--- src/rtl/alu_pkg.sv ---
// Shared definitions for the ALU arbiter: widths, ALU op codes, FSM state encoding
// and the operand bundle that is registered toward the ALU.
package alu_pkg;

    localparam int unsigned DATA_W = 32;
    localparam int unsigned OP_W   = 4;
    localparam int unsigned NREQ   = 2;

    typedef enum logic [OP_W-1:0] {
        OP_ADD = 4'b0000,
        OP_SUB = 4'b0001,
        OP_XOR = 4'b0010,
        OP_OR  = 4'b0011,
        OP_AND = 4'b0100,
        OP_SLL = 4'b0101,
        OP_SRL = 4'b0111,
        OP_ORI = 4'b1000,
        OP_LUI = 4'b1001,
        OP_SW  = 4'b1100,
        OP_LW  = 4'b1101
    } alu_op_e;

    typedef enum logic [1:0] {
        ST_IDLE = 2'd0,
        ST_EXEC = 2'd1,
        ST_RESP = 2'd2
    } state_e;

    typedef struct packed {
        logic [OP_W-1:0]   op;
        logic [DATA_W-1:0] a;
        logic [DATA_W-1:0] b;
    } alu_req_t;

endpackage

--- src/rtl/alu_arbiter_if.sv ---
// Request, response and ALU-side signals of the arbiter; slave is the arbiter's view,
// master the view of the requesters, response consumer and external ALU.
interface alu_arbiter_if;
    import alu_pkg::*;

    logic [NREQ-1:0]   req_valid_i;
    logic [NREQ-1:0]   req_ready_o;
    logic [OP_W-1:0]   req0_op_i;
    logic [OP_W-1:0]   req1_op_i;
    logic [DATA_W-1:0] req0_a_i;
    logic [DATA_W-1:0] req1_a_i;
    logic [DATA_W-1:0] req0_b_i;
    logic [DATA_W-1:0] req1_b_i;
    logic [OP_W-1:0]   alu_op_o;
    logic [DATA_W-1:0] alu_a_o;
    logic [DATA_W-1:0] alu_b_o;
    logic [DATA_W-1:0] alu_result_i;
    logic              alu_zero_i;
    logic              rsp_valid_o;
    logic              rsp_ready_i;
    logic              rsp_id_o;
    logic [DATA_W-1:0] rsp_result_o;
    logic              rsp_zero_o;
    logic              busy_o;

    modport master (
        output req_valid_i, req0_op_i, req1_op_i, req0_a_i, req1_a_i, req0_b_i, req1_b_i,
        output alu_result_i, alu_zero_i, rsp_ready_i,
        input  req_ready_o, alu_op_o, alu_a_o, alu_b_o,
        input  rsp_valid_o, rsp_id_o, rsp_result_o, rsp_zero_o, busy_o
    );

    modport slave (
        input  req_valid_i, req0_op_i, req1_op_i, req0_a_i, req1_a_i, req0_b_i, req1_b_i,
        input  alu_result_i, alu_zero_i, rsp_ready_i,
        output req_ready_o, alu_op_o, alu_a_o, alu_b_o,
        output rsp_valid_o, rsp_id_o, rsp_result_o, rsp_zero_o, busy_o
    );

endinterface

--- src/rtl/rr_arb2.sv ---
// Two-way round-robin grant; on a tie the requester that did not win last time is chosen.
module rr_arb2 (
    input  logic [1:0] req,
    input  logic       last,
    input  logic       enable,
    output logic [1:0] gnt
);

    always_comb begin
        gnt = 2'b00;
        if (enable) begin
            if (req == 2'b11) begin
                gnt = last ? 2'b01 : 2'b10;
            end else begin
                gnt = req;
            end
        end
    end

endmodule

--- src/rtl/alu_arbiter.sv ---
// Shares one external combinational ALU between two requesters, one op at a time,
// round-robin on contention, with a held response carrying the requester id.
module alu_arbiter
    import alu_pkg::*;
(
    input  logic          clk,
    input  logic          reset,
    alu_arbiter_if.slave  bus
);

    state_e            state;
    state_e            state_next;
    alu_req_t          opnd_q;
    logic              id_q;
    logic              last_q;
    logic              rsp_valid_q;
    logic              rsp_zero_q;
    logic [DATA_W-1:0] rsp_result_q;
    logic [1:0]        gnt;
    logic              arb_en;
    logic              grant;
    logic              gnt_id;

    // A new request may be taken from IDLE, or from RESP in the cycle the response is consumed.
    assign arb_en = !reset && ((state == ST_IDLE) || ((state == ST_RESP) && bus.rsp_ready_i));
    assign grant  = |gnt;
    assign gnt_id = gnt[1];

    rr_arb2 u_arb (
        .req    (bus.req_valid_i),
        .last   (last_q),
        .enable (arb_en),
        .gnt    (gnt)
    );

    always_ff @(posedge clk or posedge reset) begin
        if (reset) begin
            state <= ST_IDLE;
        end else begin
            state <= state_next;
        end
    end

    always_comb begin
        state_next = state;
        case (state)
            ST_IDLE: if (grant) state_next = ST_EXEC;
            ST_EXEC: state_next = ST_RESP;
            ST_RESP: if (bus.rsp_ready_i) state_next = grant ? ST_EXEC : ST_IDLE;
            default: state_next = ST_IDLE;
        endcase
    end

    // Operand, pointer and response registers; ALU output is only sampled in EXEC.
    always_ff @(posedge clk or posedge reset) begin
        if (reset) begin
            opnd_q       <= '0;
            id_q         <= 1'b0;
            last_q       <= 1'b1;
            rsp_valid_q  <= 1'b0;
            rsp_result_q <= '0;
            rsp_zero_q   <= 1'b0;
        end else begin
            if (grant) begin
                opnd_q <= gnt_id ? '{op: bus.req1_op_i, a: bus.req1_a_i, b: bus.req1_b_i}
                                 : '{op: bus.req0_op_i, a: bus.req0_a_i, b: bus.req0_b_i};
                id_q   <= gnt_id;
                last_q <= gnt_id;
            end
            if (state == ST_EXEC) begin
                rsp_valid_q  <= 1'b1;
                rsp_result_q <= bus.alu_result_i;
                rsp_zero_q   <= bus.alu_zero_i;
            end else if ((state == ST_RESP) && bus.rsp_ready_i) begin
                rsp_valid_q  <= 1'b0;
            end
        end
    end

    assign bus.req_ready_o  = gnt;
    assign bus.alu_op_o     = opnd_q.op;
    assign bus.alu_a_o      = opnd_q.a;
    assign bus.alu_b_o      = opnd_q.b;
    assign bus.rsp_valid_o  = rsp_valid_q;
    assign bus.rsp_id_o     = id_q;
    assign bus.rsp_result_o = rsp_result_q;
    assign bus.rsp_zero_o   = rsp_zero_q;
    assign bus.busy_o       = (state != ST_IDLE);

endmodule
--- src/flat_wrapper.sv ---
// flat-port wrapper written by rule: the top's interface ports become plain ports
module alu_arbiter_flat import alu_pkg::*;
  (clk, reset, bus_req_valid_i, bus_req0_op_i, bus_req1_op_i, bus_req0_a_i, bus_req1_a_i, bus_req0_b_i, bus_req1_b_i, bus_alu_result_i, bus_alu_zero_i, bus_rsp_ready_i, bus_req_ready_o, bus_alu_op_o, bus_alu_a_o, bus_alu_b_o, bus_rsp_valid_o, bus_rsp_id_o, bus_rsp_result_o, bus_rsp_zero_o, bus_busy_o);
  alu_arbiter_if bus_i ();
  input  logic clk;
  input  logic reset;
  input wire logic [$bits(bus_i.req_valid_i)-1:0] bus_req_valid_i;
  input wire logic [$bits(bus_i.req0_op_i)-1:0] bus_req0_op_i;
  input wire logic [$bits(bus_i.req1_op_i)-1:0] bus_req1_op_i;
  input wire logic [$bits(bus_i.req0_a_i)-1:0] bus_req0_a_i;
  input wire logic [$bits(bus_i.req1_a_i)-1:0] bus_req1_a_i;
  input wire logic [$bits(bus_i.req0_b_i)-1:0] bus_req0_b_i;
  input wire logic [$bits(bus_i.req1_b_i)-1:0] bus_req1_b_i;
  input wire logic [$bits(bus_i.alu_result_i)-1:0] bus_alu_result_i;
  input wire logic [$bits(bus_i.alu_zero_i)-1:0] bus_alu_zero_i;
  input wire logic [$bits(bus_i.rsp_ready_i)-1:0] bus_rsp_ready_i;
  output wire logic [$bits(bus_i.req_ready_o)-1:0] bus_req_ready_o;
  output wire logic [$bits(bus_i.alu_op_o)-1:0] bus_alu_op_o;
  output wire logic [$bits(bus_i.alu_a_o)-1:0] bus_alu_a_o;
  output wire logic [$bits(bus_i.alu_b_o)-1:0] bus_alu_b_o;
  output wire logic [$bits(bus_i.rsp_valid_o)-1:0] bus_rsp_valid_o;
  output wire logic [$bits(bus_i.rsp_id_o)-1:0] bus_rsp_id_o;
  output wire logic [$bits(bus_i.rsp_result_o)-1:0] bus_rsp_result_o;
  output wire logic [$bits(bus_i.rsp_zero_o)-1:0] bus_rsp_zero_o;
  output wire logic [$bits(bus_i.busy_o)-1:0] bus_busy_o;
  assign bus_i.req_valid_i = bus_req_valid_i;
  assign bus_i.req0_op_i = bus_req0_op_i;
  assign bus_i.req1_op_i = bus_req1_op_i;
  assign bus_i.req0_a_i = bus_req0_a_i;
  assign bus_i.req1_a_i = bus_req1_a_i;
  assign bus_i.req0_b_i = bus_req0_b_i;
  assign bus_i.req1_b_i = bus_req1_b_i;
  assign bus_i.alu_result_i = bus_alu_result_i;
  assign bus_i.alu_zero_i = bus_alu_zero_i;
  assign bus_i.rsp_ready_i = bus_rsp_ready_i;
  assign bus_req_ready_o = bus_i.req_ready_o;
  assign bus_alu_op_o = bus_i.alu_op_o;
  assign bus_alu_a_o = bus_i.alu_a_o;
  assign bus_alu_b_o = bus_i.alu_b_o;
  assign bus_rsp_valid_o = bus_i.rsp_valid_o;
  assign bus_rsp_id_o = bus_i.rsp_id_o;
  assign bus_rsp_result_o = bus_i.rsp_result_o;
  assign bus_rsp_zero_o = bus_i.rsp_zero_o;
  assign bus_busy_o = bus_i.busy_o;
  alu_arbiter u_core (.clk(clk), .reset(reset), .bus(bus_i));
endmodule
--- config.mk ---
export PLATFORM = sky130hd
export DESIGN_NAME = alu_arbiter_flat
export DESIGN_NICKNAME = d
export VERILOG_FILES = /design/src/rtl/alu_pkg.sv /design/src/rtl/alu_arbiter_if.sv /design/src/rtl/rr_arb2.sv /design/src/rtl/alu_arbiter.sv /design/src/flat_wrapper.sv
export SDC_FILE = /design/constraint.sdc
export NUM_CORES = 1
export LEC_CHECK = 0
export BUFFER_PORTS_ARGS = -buffer_cell sky130_fd_sc_hd__buf_4
export CORE_AREA = 2 2 108 110
export DETAILED_ROUTE_END_ITERATION = 8
export DIE_AREA = 0 0 110 112
export PLACE_DENSITY = 0.85
export SLEW_MARGIN = 20
export SYNTH_ARGS = -nofsm -noshare
export SYNTH_HDL_FRONTEND = slang
export SYNTH_SLANG_ARGS = --single-unit
--- constraint.sdc ---
create_clock -name clk -period 9.7 [get_ports clk]
set_clock_uncertainty 0.05 [all_clocks]
set_input_delay 1.455 -clock clk [delete_from_list [all_inputs] [get_ports clk]]
set_output_delay 1.455 -clock clk [all_outputs]
set_load 0.005 [all_outputs]
# --- Word-level counts from Yosys, hierarchy flattened ---
# Cells that the tools add are included.
word_totals:
  reg_bits: 106
  word_cells: 33
op_classes:
  n_eq_ne: 5
  mux: 10
  n_reduce_logical: 9
ops:
  columns: ["cell", "count"]
  rows:
  - ["2-to-1 mux 68 bit", 1]
  - ["2-to-1 mux 2 bit", 5]
  - ["case mux 2 bit (3 select lines)", 1]
  - ["equality test 2 bit (second input constant)", 2]
  - ["nonzero test 2 bit", 2]
  - ["2-to-1 mux 1 bit", 3]
  - ["equality test 2 x 1 -> 1 bit (second input constant)", 1]
  - ["logical AND 1 bit", 2]
  - ["logical NOT 2 bit", 1]
  - ["!= test 2 x 1 -> 1 bit (second input constant)", 1]
  - ["!= test 2 bit (second input constant)", 1]
  - ["AND reduction 2 bit", 1]
  - ["OR reduction 2 bit", 1]
  - ["logical NOT 1 bit", 1]
  - ["logical OR 1 bit", 1]

# --- Depth between registers and ports, before layout ---
depth:
  ltp_word: 9
  ltp_mapped: 7
  mapped_depth_nobuf: 3

# --- By module ---
# Synthesis repeated with hierarchy kept, for this count alone.
hier_totals:
  cells_unflattened: 390
  hier_area_um2: 4709.5
modules_own_cells:
  columns: ["module", "n_inst", "cells_per_inst", "area_each_um2", "seq_area_each_um2"]
  rows:
  - ["alu_arbiter", 1, 385, 4688.2, 2653.8]
  - ["rr_arb2", 1, 5, 21.3, 0.0]

# --- Worst setup path after synthesis ---
# No wires, ideal clock.
synth_path:
  kind: "input to output"
  startpoint: "input bus_rsp_ready_i"
  endpoint: "output bus_req_ready_o[0]"
  arrival_ns: 2.201
  slack_ns: 5.994
  cell_stages: 5
  path_buffers: 2
  cell_sequence: "nand2b_1 > buf_2 > clkbuf_1 > nand3_1 > a21oi_1"
synth_between:
  elab_chain_cells: 4
synth_lines:
  columns: ["item", "line", "source"]
  rows:
  - ["start: declaration", "flat_wrapper.sv:16", "input wire logic [$bits(bus_i.rsp_ready_i)-1:0] bus_rsp_ready_i;"]
  - ["logical AND 1 bit", "alu_arbiter.sv:25", "assign arb_en = !reset && ((state == ST_IDLE) || ((state == ST_RESP) && bus.rsp_ready_i));"]
  - ["logical OR 1 bit", "alu_arbiter.sv:25", null]
  - ["logical AND 1 bit", "alu_arbiter.sv:25", null]
  - ["2-to-1 mux 2 bit", "rr_arb2.sv:11", "if (enable) begin"]
  - ["end: declaration", "flat_wrapper.sv:17", "output wire logic [$bits(bus_i.req_ready_o)-1:0] bus_req_ready_o;"]
# Every way passes these cells.

# --- Final worst setup path ---
layout_path:
  startpoint: "input bus_req_valid_i[1]"
  endpoint: "output bus_req_ready_o[1]"
layout_between:
  elab_chain_cells: 3
layout_lines:
  columns: ["item", "line", "source"]
  rows:
  - ["start: declaration", "flat_wrapper.sv:7", "input wire logic [$bits(bus_i.req_valid_i)-1:0] bus_req_valid_i;"]
  - ["equality test 2 bit", "rr_arb2.sv:12", "if (req == 2'b11) begin"]
  - ["2-to-1 mux 2 bit (*)", "rr_arb2.sv:12", null]
  - ["2-to-1 mux 2 bit (*)", "rr_arb2.sv:11", null]
# Mark *: on every way between the ends. The rest lies on a longest branch, timed or not.

==> flow_summary_export.csv <==
group,metric,value,unit
power,combPwrFrac,36.4,%
synthesis,syn_inst,516,
synthesis,synth_seq_cells,106,
clock_network,cts_buffers,9,
synthesis,synth_top_family_by_area,"compound AO/OA/AOI/OAI gates",
die,num_rows,39,
synthesis,synthMuxAreaShare,6.91,%
synthesis,synth.distinct_cells,29,
synthesis,syn_area_per_cell,10.4,sq um
critical_path,crit_required,8200,ps
placed_design,dp_cells,867,
global_routing,gr-total-overflow,0,
placed_design,place_hpwl,12300,um
power,p_sw_share,32.6,%
synthesis,yosysWarningCount,0,
die,die_x,110,um
synthesis,synth_area,5380,sq um
die,die_h,112,um
layout,fin_cells,883,
sta,worstMarginPinSlew,867,ps
sta,worst_hold_slack,460,ps
critical_path,regToRegSetupSlack,6950,ps
global_routing,grtUsageTotal,28.7,%
clock_network,tritoncts,"done",
sta,finalHoldViolCount,0,
clock_network,clkSlewWorstSetupHoldPaths,70,ps
global_routing,grt_pass1_wl,27800,um
die,core_area,11200,sq um
clock_network,cts_num_sinks,106,
sta,rsz0062_at_grt,"false",
drt,ant_nets,0,
clock_network,clockBufferDepth,2,
layout,final_cell_area,7680,sq um
critical_path,r2r-end,"u_core.bus.alu_a_o[14]",
min_path,worstHoldStart,"u_core.bus.rsp_result_o[9]",
synthesis,ys_seq_area_share,49.4,%
run,maxCapViolations,0,
synthesis,ys.flop_type,"dfrtp_1",
sta,setup_viol,0,
clock_network,cts_setup_buffers,0,
synthesis,synth_compound_area_share,27.7,%
die,start_util,48.1,%
synthesis,synth_fa_ha_area_share,0,%
layout,final_cell_mix,"290 x buf_4, 127 x a31oi_1, 105 x dfrtp_1",
critical_path,r2r_start,"u_core.state[0]",
synthesis,synth-simple-area-share,9.05,%
critical_path,startpoint,"bus_req_valid_i[1]",
critical_path,path_class,"primary input to output port",
min_path,hold_path.class,"register to register",
sta,fin_tns_setup,0,ps
global_routing,antenna_found_initial,0,
global_routing,grt_max_degree,84,
critical_path,crit_path_end,"bus_req_ready_o[1]",
layout,nets,909,
synthesis,synth_xor_area_share,0,%
clock_network,root_buffer,"clkbuf_16",
sta,fmax,237,MHz
power,internal-power,1070,uW
placed_design,postPlaceCellArea,7410,sq um
sta,fin_crit_sh,43.6,%
outcome,status,"complete, no violations",
synthesis,async_flop_share,100,%
placed_design,place.gp.congestion,0.842,
critical_path,cp-end-kind,"output port",
drt,drt_iter0_markers,661,
clock_network,worstSkewPairLatency,330,ps
power,p_sw,516,uW
power,leakagePower,0.00327,uW
synthesis,syn_nets,690,
clock_network,htreeDepth,3,
clock_network,cts.repair.resized,0,
critical_path,cp_max_fo,69,
synthesis,synth_edf_count,0,
layout,drive_gt1_share,48.6,%
global_routing,grt_pass1_vias,5421,
clock_network,hold_buffers,0,
sta,relSlewSlack,42.1,%
die,pin_count,280,
drt,wl,18300,um
power,powerDensity,206,nW/um^2
drt,drc,0,
critical_path,critical_path_arrival,2720,ps
layout,layout_commonest_cell,"buf_4",
die,dieArea,12300,sq um
drt,drt_first_pass_iters,7,
drt,wl_per_cell,20.7,um
critical_path,reg2reg_depth,5,
drt,vias,5684,
drt,drt-vias-per-instance,6.44,
critical_path,start_kind,"primary input",
placed_design,io_buffers,279,
min_path,min_path_cells,1,
sta,period_minus_slack,4230,ps
power,p_clk_share,21.8,%
layout,area_growth,42.9,%
layout,antenna-diode-count,0,
power,ir_drop,0.126,mV
sta,slew_viol_final,0,
power,power_frac_seq,41.8,%
power,finalPower,1580,uW
registers in the layout, indices dropped and copies added (netlist names):
register	cells
u_core.state	2
u_core.bus.alu_b_o	32
u_core.bus.rsp_result_o	32
u_core.bus.rsp_zero_o	1
u_core.last_q	1
u_core.bus.rsp_valid_o	1
u_core.bus.alu_a_o	32
u_core.bus.rsp_id_o	1
u_core.bus.alu_op_o	4
metal layers:
layer / part of all wire, % / global-route usage [%] / vias to the layer above
met1: 37 / 36.0 / 2756
met3: 7.6 / 4.39 / 61
met4: 4.3 / 14.3 / 0
met5: 0 / 0 / -
li1: - / - / 2517
met2: 51 / 47.5 / 350
power by group through the flow:
stage                     clock network [uW]  registers [uW]  logic [uW]
final                                    345             662         576
after global routing                     372             675         623
after CTS                                353             660         578
after detailed placement                   0             667         578
after global placement                     0             660         560
after floorplan                            0             660         254
critical path, stage by stage:
cell     delay [ps]
buf_4           130
a21bo_2         180
buf_4           590
nor3_1          170
buf_4           190
worst min path at each step:
stage,to
2_1_floorplan,u_core.bus.rsp_id_o
3_3_place_gp,u_core.bus.rsp_id_o
3_5_place_dp,u_core.bus.rsp_result_o[9]
4_1_cts,u_core.bus.rsp_result_o[9]
5_1_grt,u_core.bus.rsp_result_o[7]
6_report,u_core.bus.rsp_result_o[9]
kinds of logic (layout without fill, tap and decap cells):
kind of cell | count (synthesis) | in the layout
AO/OA/AOI/OAI | 213 | 213
multiplexers | 33 | 33
AND/OR/NAND/NOR | 79 | 79
flip-flops | 106 | 106
buffers and inverters | 85 | 309
synthesized netlist by cell type, types with 2 or more instances:
master | n | area share, %
a31oi_1 | 127 | 15
a21oi_1 | 3 | 0.28
o31ai_1 | 68 | 9.5
dfrtp_1 | 105 | 49
buf_2 | 23 | 2.1
nand4_1 | 68 | 7.9
buf_6 | 3 | 0.63
nor2b_1 | 2 | 0.23
buf_1 | 3 | 0.21
a31oi_2 | 10 | 2.3
inv_1 | 3 | 0.21
clkbuf_1 | 52 | 3.6
mux2_2 | 33 | 6.9
through the flow:
stage	utilization (%)	setup WS (ps)
after floorplan	-	5410
after global placement	66.3	5500
after detailed placement	66.3	5480
after CTS	68.8	5470
after global routing	68.8	5400
final	68.8	5470
cell type report:
type	count	area, sq um
Fill cell	869	3490
Sequential cell	106	2650
Multi-Input combinational cell	325	2380
Timing Repair Buffer	290	2180
Clock buffer	10	229
Tap cell	143	179
Clock inverter	6	48.8
Inverter	3	13.8
No activity file was read; power rests on OpenSTA's default activity.
